==> src/rtl/proc_mem_arbiter.sv <==
// Serializes TinyRV1 instruction fetch and data access onto one single-ported memory.
// A FETCH phase loads the instruction buffer; an EXEC phase replays it while the data port uses memory.
module proc_mem_arbiter #(
    parameter logic [31:0] p_reset_inst = 32'h00000013
) (
    input  logic        clk,
    input  logic        rst,
    input  logic        imem_val,
    input  logic [31:0] imem_addr,
    output logic        imem_wait,
    output logic [31:0] imem_rdata,
    input  logic        dmem_val,
    input  logic        dmem_type,
    input  logic [31:0] dmem_addr,
    input  logic [31:0] dmem_wdata,
    output logic        dmem_wait,
    output logic [31:0] dmem_rdata,
    output logic        mem_val,
    output logic        mem_type,
    output logic [31:0] mem_addr,
    output logic [31:0] mem_wdata,
    input  logic [31:0] mem_rdata,
    input  logic        mem_wait
);

    typedef enum logic {
        S_FETCH = 1'b0,
        S_EXEC  = 1'b1
    } state_t;

    state_t      state_q, state_d;
    logic [31:0] inst_buf_q, inst_buf_d;

    always_comb begin
        state_d    = state_q;
        inst_buf_d = inst_buf_q;
        mem_val    = 1'b0;
        mem_type   = 1'b0;
        mem_addr   = 32'h0;
        mem_wdata  = 32'h0;
        imem_wait  = 1'b1;
        imem_rdata = 32'h0;
        dmem_wait  = 1'b1;
        dmem_rdata = 32'h0;
        // Reset forces every output idle so a pending store can never complete.
        if (!rst) begin
            case (state_q)
                S_FETCH: begin
                    mem_val  = imem_val;
                    mem_addr = imem_addr;
                    if (imem_val && !mem_wait) begin
                        inst_buf_d = mem_rdata;
                        state_d    = S_EXEC;
                    end
                end
                S_EXEC: begin
                    imem_wait  = 1'b0;
                    imem_rdata = inst_buf_q;
                    dmem_rdata = mem_rdata;
                    if (dmem_val) begin
                        mem_val   = 1'b1;
                        mem_type  = dmem_type;
                        mem_addr  = dmem_addr;
                        mem_wdata = dmem_wdata;
                        dmem_wait = mem_wait;
                        if (!mem_wait) begin
                            state_d = S_FETCH;
                        end
                    end else begin
                        dmem_wait = 1'b0;
                        state_d   = S_FETCH;
                    end
                end
                default: state_d = S_FETCH;
            endcase
        end
    end

    always_ff @(posedge clk) begin
        if (rst) begin
            state_q    <= S_FETCH;
            inst_buf_q <= p_reset_inst;
        end else begin
            state_q    <= state_d;
            inst_buf_q <= inst_buf_d;
        end
    end

endmodule

==> config.mk <==
export PLATFORM = sky130hd
export DESIGN_NAME = proc_mem_arbiter
export DESIGN_NICKNAME = d
export VERILOG_FILES = /design/src/rtl/proc_mem_arbiter.sv
export SDC_FILE = /design/constraint.sdc
export NUM_CORES = 1
export LEC_CHECK = 0
export CAP_MARGIN = 20
export CORE_AREA = 2 2 103 105
export CTS_CLUSTER_SIZE = 28
export DETAILED_ROUTE_END_ITERATION = 8
export DIE_AREA = 0 0 105 107
export PLACE_DENSITY = 0.78
export SYNTH_ARGS = -nofsm -noshare
export SYNTH_HDL_FRONTEND = slang
export SYNTH_SLANG_ARGS = --single-unit
==> constraint.sdc <==
create_clock -name clk -period 1.6 [get_ports clk]
set_input_delay 0.48 -clock clk [delete_from_list [all_inputs] [get_ports clk]]
set_output_delay 0.48 -clock clk [all_outputs]
set_load 0.05 [all_outputs]
==> results.sh <==
export IMPL_hold_start="inst_buf_q[15]"
export IMPL_synthFlopType="dfxtp_1"
export IMPL_detail_route_vias_per_cell=5.03
export IMPL_die_area_um2=11200
export IMPL_portBuffers=265
export IMPL_post_route_min_period_ns=1.98
export IMPL_violations="negative setup slack"
export IMPL_crit_path_start="state_q"
export IMPL_drt_antenna_violating_nets=0
export IMPL_syn_to_final_growth_pct=214
export IMPL_grt_busiest_layer="met2"
export IMPL_synth_async_sr_flop_share_pct=0
export IMPL_synth_seq_cells=33
export IMPL_r2r_end="inst_buf_q[30]"
export IMPL_avgSynthCellArea_um2=7.46
export IMPL_core_area_um2=10100
export IMPL_synth_nets=505
export IMPL_max_slew_margin_pct=64.1
export IMPL_cts_hold_buf=0
export IMPL_synth_cell_type_count=18
export IMPL_required_ns=1.12
export IMPL_die_h_um=107
export IMPL_grt_util_met3_pct=7.17
export IMPL_leakage_nw=3.37
export IMPL_cts_tree="yes"
export IMPL_antenna_found_initial=3
export IMPL_crit_path_end="mem_wdata[7]"
export IMPL_clk_pin_slew_ns=0.08
export IMPL_r2r_start="state_q"
export IMPL_final_common_cell="buf_12"
export IMPL_vdd_ir_drop_max_mv=0.445
export IMPL_first_pass_iters=4
export IMPL_critPathSlowestCell="dfxtp_4"
export IMPL_initial_utilization_pct=27.4
export IMPL_clock_sinks=33
export IMPL_fin_nets=797
export IMPL_setup_ws_ns=-0.376
export IMPL_drt_wirelength_per_cell_um=23.5
export IMPL_num_vias=4032
export IMPL_crit_chain="nor2b_4 > buf_12 > clkbuf_16 > and3_4 > buf_12"
export IMPL_final_setup_tns_ns=-43.30
export IMPL_end_kind="output pin"
export IMPL_dp_hpwl_mm=11.3
export IMPL_drtIter0Drc=239
export IMPL_worstPathArrival_ns=1.50
export IMPL_syn_instance_count=371
export IMPL_rr_worst_depth=7
export IMPL_netlist_area_um2=2770
export IMPL_wirelength_mm=18.8
export IMPL_grt_util_met1_pct=23.6
export IMPL_cp_slowest_stage_delay_ns=0.37
export IMPL_drc=0
export IMPL_worst_pin_slew_ns=0.539
export IMPL_min_path_type="reg2reg"
export IMPL_cp_start_kind="flop"
export IMPL_yosysSeqAreaShare_pct=23.9
export IMPL_ys_warnings_count=0
export IMPL_fp_dieW_um=105
export IMPL_clock_root_buffer="clkbuf_8"
export IMPL_fmax_mhz=506
export IMPL_rows=37
export IMPL_path_common_cell="buf_12"
export IMPL_finalClockSkew_ns=0.00445
export IMPL_finalCritPeriodShare_pct=124
export IMPL_cap_violations=0
export IMPL_grt_overflow=0
export IMPL_numCtsBuffers=5
export IMPL_setup_viol=143
export IMPL_final_cell_mix="143 x buf_12, 122 x clkdlybuf4s50_1, 58 x nand2b_1, 34 x and2_2, 33 x and3_4"
export IMPL_power_density_nw_per_um2=412
export IMPL_grt_max_degree=68
export IMPL_track_usage_pct=23.3
export IMPL_rsz0062_at_grt="true"
export IMPL_drv_slew=0
export IMPL_crit_fanout=12
export IMPL_htreeDepth=2
export IMPL_synth_edf_count=0
export IMPL_power_mw=3.58
export IMPL_grt_pass1_wl_mm=20.7
export IMPL_drive_above_1_share_pct=58.9
export IMPL_r2r_setup_slack_ns=-0.10
export IMPL_gp_congestion=0.814
export IMPL_clk_latency_ns=0.29
export IMPL_ios=266
export IMPL_path_class="reg2out"
export IMPL_outcome="complete, but fails checks"
export IMPL_clockBufferDepth=2
export IMPL_use_met2_pct=45.5
export IMPL_first_global_vias=3786
export IMPL_hold_viol_final=0
## area by class of cell
cell class / instances / area (µm²)
antenna: 2 / 5.00
clock buffer: 6 / 82.6
clock inverter: 2 / 37.5
fill: 458 / 1400
inverter: 1 / 3.75
multi-input combinational: 297 / 2930
sequential: 33 / 664
tap: 136 / 170
timing repair buffer: 325 / 4800
## kinds of logic after synthesis
kind of cell	Yosys count	synth area share [%]
AOI/OAI and AO/OA	33	6.15
buffers and inverters	41	8.09
DFF	33	23.9
muxes	33	11.9
and+or+nand+nor	231	50.0
## critical path: cells and delay by family (launching register included)
kind / cells / cell delay (ns)
flops: 1 / 0.37
buf+inv: 3 / 0.45
simple gates: 2 / 0.37
## routing by layer
metal	up-vias	wire length (µm)
met1	1926	6220
met5	-	13
met2	224	10300
li1	1813	-
met3	67	1380
met4	2	892
## worst min path at each step
stage / to / slack (ns) / depth (start not counted)
after floorplan: inst_buf_q[29] / 0.44 / 2
after global placement: inst_buf_q[12] / 0.45 / 2
after detailed placement: inst_buf_q[15] / 0.47 / 2
after CTS: inst_buf_q[15] / 0.48 / 2
after global routing: inst_buf_q[10] / 0.50 / 2
final: inst_buf_q[15] / 0.47 / 2
## state kept, by name, summed over array words and instances, names as in the netlist
name and flops:
inst_buf_q 32, state_q 1
## timing repair
item,4_1_cts,5_1_grt
cloned,0,19
pin swaps,8,44
setup buffers,0,6
gates resized for setup,8,103
endpoints found under the setup margin,132,160
## synth_stat cells (2+ instances only)
master | count | share of area [%]
clkbuf_1 | 15 | 2.0
dfxtp_1 | 33 | 24
buf_4 | 3 | 0.81
clkbuf_2 | 7 | 1.3
a21oi_1 | 32 | 5.8
buf_6 | 5 | 2.0
nand3_1 | 32 | 5.8
nand2_1 | 2 | 0.27
nand2b_1 | 90 | 20
and2_1 | 64 | 14
buf_2 | 10 | 1.8
mux2i_1 | 33 | 12
nor2_1 | 7 | 0.95
and3_1 | 34 | 7.7
## power breakdown
group | internal, mW | leakage (nW) | switching (mW) | total [mW]
clock | 0.506 | 0.0574 | 0.325 | 0.832
combinational | 1.00 | 3.04 | 0.855 | 1.86
sequential | 0.863 | 0.271 | 0.0253 | 0.889
total | 2.37 | 3.37 | 1.21 | 3.58
## per-stage QoR
| step | hold WS, ns | std cells | area, µm² | worst slack [ns] | util [%] |
|---|---|---|---|---|---|
| 2_1_floorplan | 0.443 | 371 | 3440 | -0.172 | - |
| 3_3_place_gp | 0.454 | 767 | 7620 | -0.422 | 75.5 |
| 3_5_place_dp | 0.465 | 767 | 7620 | -0.461 | 75.5 |
| 4_1_cts | 0.476 | 775 | 7770 | -0.378 | 77.0 |
| 5_1_grt | 0.501 | 802 | 8690 | -0.411 | 86.2 |
| 6_report | 0.474 | 802 | 8690 | -0.376 | 86.2 |
Note: power is estimated with default switching activity, not from simulation.
